[src/rtl/age_reservation_station.sv]
// Age-ordered reservation station: multi-lane enqueue, CDB wakeup with enqueue bypass,
// and per-class oldest-first selection relative to the ROB head.
// Entry payload layout, MSB first: {ps1_addr, ps1_valid, ps2_addr, ps2_valid, rob_idx}.
module age_reservation_station #(
  parameter int unsigned PR_BITS   = 6,
  parameter int unsigned DEPTH     = 8,
  parameter int unsigned ENQ_WIDTH = 2,
  parameter int unsigned CDB_COUNT = 2,
  parameter int unsigned NCLASS    = 4,
  parameter int unsigned ROB_BITS  = 5,
  localparam int unsigned ENTRY_W  = 2 * PR_BITS + 2 + ROB_BITS,
  localparam int unsigned CLS_W    = (NCLASS > 1) ? $clog2(NCLASS) : 1,
  localparam int unsigned CNT_W    = $clog2(DEPTH) + 1
) (
  input  logic                                clk,
  input  logic                                rst,
  input  logic                                flush,
  input  logic [ENQ_WIDTH-1:0]                enq_valid,
  input  logic [ENQ_WIDTH-1:0][ENTRY_W-1:0]   enq_entry,
  input  logic [ENQ_WIDTH-1:0][CLS_W-1:0]     enq_class,
  output logic                                enq_ready,
  output logic [CNT_W-1:0]                    free_count,
  input  logic [CDB_COUNT-1:0]                cdb_valid,
  input  logic [CDB_COUNT-1:0][PR_BITS-1:0]   cdb_pr,
  input  logic [ROB_BITS-1:0]                 rob_head,
  output logic [NCLASS-1:0]                   iss_valid,
  output logic [NCLASS-1:0][ENTRY_W-1:0]      iss_entry,
  input  logic [NCLASS-1:0]                   iss_ready
);

  localparam int unsigned IDX_W = (DEPTH > 1) ? $clog2(DEPTH) : 1;

  typedef struct packed {
    logic [PR_BITS-1:0]  ps1_addr;
    logic                ps1_valid;
    logic [PR_BITS-1:0]  ps2_addr;
    logic                ps2_valid;
    logic [ROB_BITS-1:0] rob_idx;
  } rs_entry_t;

  logic [DEPTH-1:0]                  inuse_q, inuse_d;
  rs_entry_t [DEPTH-1:0]             ent_q, ent_d;
  logic [DEPTH-1:0][CLS_W-1:0]       cls_q, cls_d;

  logic [CNT_W-1:0]                  used;
  logic [DEPTH-1:0]                  ready;
  logic [DEPTH-1:0][ROB_BITS-1:0]    age;
  logic [NCLASS-1:0]                 sel_found;
  logic [NCLASS-1:0][IDX_W-1:0]      sel_idx;
  logic [NCLASS-1:0][ROB_BITS-1:0]   best_age;
  logic [DEPTH-1:0]                  deq;

  logic                              do_enq;
  logic [DEPTH-1:0]                  taken;
  logic [ENQ_WIDTH-1:0]              lane_ok;
  logic [ENQ_WIDTH-1:0][IDX_W-1:0]   lane_slot;
  rs_entry_t [ENQ_WIDTH-1:0]         enq_byp;

  // Occupancy from registered inuse only, so enq_ready never depends on same-cycle issue.
  always_comb begin
    used = '0;
    for (int i = 0; i < DEPTH; i++) begin
      used = used + CNT_W'(inuse_q[i]);
    end
    free_count = CNT_W'(DEPTH) - used;
    enq_ready  = (free_count >= CNT_W'(ENQ_WIDTH));
  end

  // Readiness and age (distance from ROB head, modulo the index width) of every entry.
  always_comb begin
    for (int i = 0; i < DEPTH; i++) begin
      ready[i] = inuse_q[i] & ent_q[i].ps1_valid & ent_q[i].ps2_valid;
      age[i]   = ent_q[i].rob_idx - rob_head;
    end
  end

  // Oldest-ready selection per class, issue outputs and dequeue mask.
  always_comb begin
    sel_found = '0;
    sel_idx   = '0;
    best_age  = '0;
    deq       = '0;
    for (int c = 0; c < NCLASS; c++) begin
      for (int i = 0; i < DEPTH; i++) begin
        if (ready[i] && (cls_q[i] == CLS_W'(c)) && (!sel_found[c] || (age[i] < best_age[c]))) begin
          sel_found[c] = 1'b1;
          sel_idx[c]   = IDX_W'(i);
          best_age[c]  = age[i];
        end
      end
    end
    for (int c = 0; c < NCLASS; c++) begin
      iss_valid[c] = sel_found[c] & ~flush;
      iss_entry[c] = ent_q[sel_idx[c]];
      for (int i = 0; i < DEPTH; i++) begin
        if (iss_valid[c] && iss_ready[c] && (sel_idx[c] == IDX_W'(i))) begin
          deq[i] = 1'b1;
        end
      end
    end
  end

  // Slot allocation: lanes in ascending order take the lowest slots free at the last edge.
  always_comb begin
    do_enq    = enq_ready & ~flush;
    taken     = inuse_q;
    lane_ok   = '0;
    lane_slot = '0;
    for (int l = 0; l < ENQ_WIDTH; l++) begin
      if (do_enq && enq_valid[l]) begin
        for (int i = 0; i < DEPTH; i++) begin
          if (!taken[i] && !lane_ok[l]) begin
            lane_ok[l]   = 1'b1;
            lane_slot[l] = IDX_W'(i);
            taken[i]     = 1'b1;
          end
        end
      end
    end
  end

  // Enqueue bypass: a source produced on the CDB this cycle is captured as already valid.
  always_comb begin
    for (int l = 0; l < ENQ_WIDTH; l++) begin
      enq_byp[l] = rs_entry_t'(enq_entry[l]);
      for (int j = 0; j < CDB_COUNT; j++) begin
        if (cdb_valid[j] && (enq_byp[l].ps1_addr == cdb_pr[j])) enq_byp[l].ps1_valid = 1'b1;
        if (cdb_valid[j] && (enq_byp[l].ps2_addr == cdb_pr[j])) enq_byp[l].ps2_valid = 1'b1;
      end
    end
  end

  // Next state: dequeue, wakeup of resident entries, then writes of newly allocated slots.
  always_comb begin
    ent_d   = ent_q;
    cls_d   = cls_q;
    inuse_d = inuse_q & ~deq;
    if (flush) begin
      inuse_d = '0;
    end else begin
      for (int i = 0; i < DEPTH; i++) begin
        for (int j = 0; j < CDB_COUNT; j++) begin
          if (inuse_q[i] && cdb_valid[j]) begin
            if (ent_q[i].ps1_addr == cdb_pr[j]) ent_d[i].ps1_valid = 1'b1;
            if (ent_q[i].ps2_addr == cdb_pr[j]) ent_d[i].ps2_valid = 1'b1;
          end
        end
      end
      for (int l = 0; l < ENQ_WIDTH; l++) begin
        if (lane_ok[l]) begin
          ent_d[lane_slot[l]]   = enq_byp[l];
          cls_d[lane_slot[l]]   = enq_class[l];
          inuse_d[lane_slot[l]] = 1'b1;
        end
      end
    end
  end

  // Occupancy register; reset overrides every other update.
  always_ff @(posedge clk) begin
    if (rst) inuse_q <= '0;
    else     inuse_q <= inuse_d;
  end

  // Payload registers are deliberately left unreset; inuse qualifies them.
  always_ff @(posedge clk) begin
    ent_q <= ent_d;
    cls_q <= cls_d;
  end

endmodule

[config.mk]
export PLATFORM = sky130hd
export DESIGN_NAME = age_reservation_station
export DESIGN_NICKNAME = d
export VERILOG_FILES = /design/src/rtl/age_reservation_station.sv
export SDC_FILE = /design/constraint.sdc
export NUM_CORES = 1
export LEC_CHECK = 0
export ABC_CLOCK_PERIOD_IN_PS = 26800
export BUFFER_PORTS_ARGS = -buffer_cell sky130_fd_sc_hd__buf_2
export CORE_MARGIN = 3
export CORE_UTILIZATION = 45
export CTS_CLUSTER_SIZE = 20
export DETAILED_ROUTE_END_ITERATION = 7
export PLACE_DENSITY = 0.6
export SLEW_MARGIN = 20
export SYNTH_ARGS = -nofsm -noshare
export SYNTH_HDL_FRONTEND = slang
export SYNTH_SLANG_ARGS = --single-unit
[constraint.sdc]
create_clock -name clk -period 26.8 [get_ports clk]
set_clock_uncertainty 0.15 [all_clocks]
set_input_delay 2.68 -clock clk [delete_from_list [all_inputs] [get_ports clk]]
set_output_delay 2.68 -clock clk [all_outputs]
set_load 0.02 [all_outputs]
==> metrics.md <==
| Metric | Value |
|---|---|
| Levels on crit path | 62 |
| Yosys cell types | 99 |
| Drt pass-1 iters | 8 |
| Final Util | 0.489 |
| Cells after Synth | 3081 |
| Register area share after synthesis | 0.213 |
| Vias in the first global route | 24700 |
| Root Buffer | clkbuf_16 |
| Unrepaired setup endpoints after global routing | no |
| Syn nets | 3312 |
| Vias per cell | 6.96 |
| Post-Place Setup Slack | 3760 ps |
| Post-CTS setup repair buffer count | 0 |
| Post-route antenna net violation count | 0 |
| Post-synth top flop | edfxtp_1 |
| Final cycle utilization of the critical path | 0.871 |
| Crit path capture type | output port |
| Layer with the highest usage | met2 |
| GR Util met2 | 0.619 |
| Hold path depth | 2 |
| Largest net degree at the start of global routing | 70 |
| Iter 0 DRT Violations | 3691 |
| Inserted Clock Buffers | 17 |
| Synth-to-Final Area Change | 6.25% |
| Hold wc startpoint | ent_q[19] |
| Max Slew Vio Count | 0 |
| FF+latch count, synth | 176 |
| Number of gates resized after cts | 0 |
| N_diodes | 0 |
| Synth Cell Area | 24500 um^2 |
| Hold-fix buffers, CTS | 0 |
| F_max | 42.8 MHz |
| Hpwl dp | 82800 um |
| Final setup fails | 0 |
| Chip Height | 239 um |
| Tot GR Track Use | 0.400 |
| Dpl cells | 3657 |
| Met1 Usage GRT | 0.495 |
| Routed Wire Length | 117000 um |
| Number of synthesized flops with an enable pin | 168 |
| Leading cell type in the layout, fill and taps excluded | nand2_1 |
| Cell row count | 84 |
| Initial antenna violation count | 2 |
| GRT overflow | 0 |
| CP startpoint kind | input pin |
| First-pass GRT wire length | 168000 um |
| Mapped Avg Cell Area | 7.95 um^2 |
| WS Path Type | in2out |
| Clock Tree Buf Depth | 2 |
| Fillers | 5127 |
| Via count | 25700 |
| Initial Util | 0.461 |
| Final worst slack | 3450 ps |
| WP data arrival | 20520 ps |
| Clock sinks | 176 |
| Final nets | 3219 |
| DR WL/cell | 31.6 um |
| Total of max-cap violations | 0 |
| Hold Path Sink | ent_q[19] |
| R2r setup slk | 9190 ps |
| Core area | 53200 um^2 |
| # IOs | 155 |
| P_leak | 9.72 nW |
| Required time of the critical path | 23970 ps |
| Critical path buffers and inverters | 6 |
| Status | finished with violations |
| Worst skew pair latency | 490 ps |
| Final Hold Fails | 0 |
| H-tree depth | 4 |
| Die W | 239 um |
| Asr flop ratio synth | 0 |
| RD Place Congestion | 0.999 |
| PD cells | 38.3 nW/um^2 |
| Fraction of layout cells with a size suffix above 1 | 0.132 |
| Critical path peak fanout | 39 |
| Max_slew headroom | 0.205 |
| Launch point of the worst reg-to-reg path | ent_q[19] |
| Most frequent cells in the layout | nand2_1, mux2i_1, a21oi_1 |
| Crit path max-delay family | compound AO/OA/AOI/OAI gates |
| Final Hold Slack | 531 ps |
| Worst r2r dst | inuse_q[1] |
| VDD IR max | 0.0000501 V |
| Min cycle time layout | 23350 ps |
| Met3 Use GR | 0.0964 |
| Remaining DRCs | 12 |
| CTS tree | built |
| Count of warnings emitted by yosys | 0 |
| Final setup TNS | 0 ps |
| Non-Filler Instances | 3689 |
| Hold Path Class | reg2reg |
| Slew @ Worst Pin | 1180 ps |
| Failing checks | design-rule violations |
| CTS clk-pin slew, worst paths | 70 ps |
| Port-buffer cells | 154 |
| R2R cell count | 66 |
| Slowest CP cell | o311ai_2 |
| Die Area | 57300 um^2 |
| Crit path largest cell delay | 850 ps |
## sequential cells by signal, summed over array words and instances, names as in the netlist
register / count
inuse_q: 8
ent_q: 152
cls_q: 16
## power breakdown
| group | total (W) | internal (W) | switching [W] | leakage, nW |
|---|---|---|---|---|
| sequential | 0.000374 | 0.000323 | 0.0000511 | 1.71 |
| combinational | 0.000345 | 0.000131 | 0.000214 | 7.72 |
| clock | 0.000277 | 0.000148 | 0.000129 | 0.293 |
| total | 0.000996 | 0.000602 | 0.000394 | 9.72 |
## cell families after synthesis
logic type / count (synthesis) / synth area share
compound gates: 851 / 0.230
xor+xnor: 274 / 0.0980
fa+ha+maj: 162 / 0.0863
buf+inv: 420 / 0.0684
flops: 176 / 0.213
mux: 327 / 0.138
simple gates: 871 / 0.167
## through the flow
step	cell area (um^2)	total power, W
2_1_floorplan	24500	0.000595
3_3_place_gp	25400	0.000705
3_5_place_dp	25400	0.000715
4_1_cts	26000	0.000988
5_1_grt	26000	0.00104
6_report	26000	0.000996
## cells in the mapped netlist, drive strengths merged, types with 57 or more instances
cell type	number	area, um^2
buf	97	449
nand2	347	1300
xnor2	161	1410
mux2i	236	2360
nor2	155	584
clkbuf	229	873
inv	94	353
mux2	91	1020
a21o	57	428
ha	149	1860
xor2	113	990
nand3	112	561
edfxtp	168	5040
o21ai	207	1040
a21oi	230	1150
## worst register-to-register path: cells and delay by family (launching register included)
| family | cells | cell delay [ps] |
|---|---|---|
| adder cells (fa/ha/maj) | 9 | 3080 |
| buffers and inverters | 6 | 1700 |
| multiplexers | 3 | 1210 |
| AND/OR/NAND/NOR | 14 | 3330 |
| XOR/XNOR | 1 | 380 |
| AO/OA/AOI/OAI | 33 | 7270 |
| flip-flops | 1 | 410 |
## cell type report
type / instances / area, um^2 / share of cell area
Multi-Input combinational cell: 2485 / 17800 / 0.683
Sequential cell: 176 / 5200 / 0.200
Timing Repair Buffer: 214 / 1220 / 0.0469
Tap cell: 688 / 861 / 0.0331
Clock buffer: 17 / 425 / 0.0163
Inverter: 94 / 358 / 0.0138
Clock inverter: 15 / 180 / 0.00692
## worst max path at each step
stage,from,slack (ps),to
floorplan,rob_head[1],7730,iss_entry[52]
global placement,rob_head[2],4090,iss_entry[15]
detailed placement,rob_head[0],3760,iss_entry[15]
CTS,rob_head[2],3690,iss_entry[15]
global route,rob_head[0],2240,iss_entry[15]
finish,rob_head[0],3450,iss_entry[15]
## per-layer routing
| metal | share of wire | up-vias |
|---|---|---|
| met1 | 0.37 | 12200 |
| li1 | - | 11100 |
| met3 | 0.12 | 520 |
| met5 | 0.00017 | - |
| met2 | 0.43 | 1820 |
| met4 | 0.082 | 4 |
(Power assumes the default switching activity.)
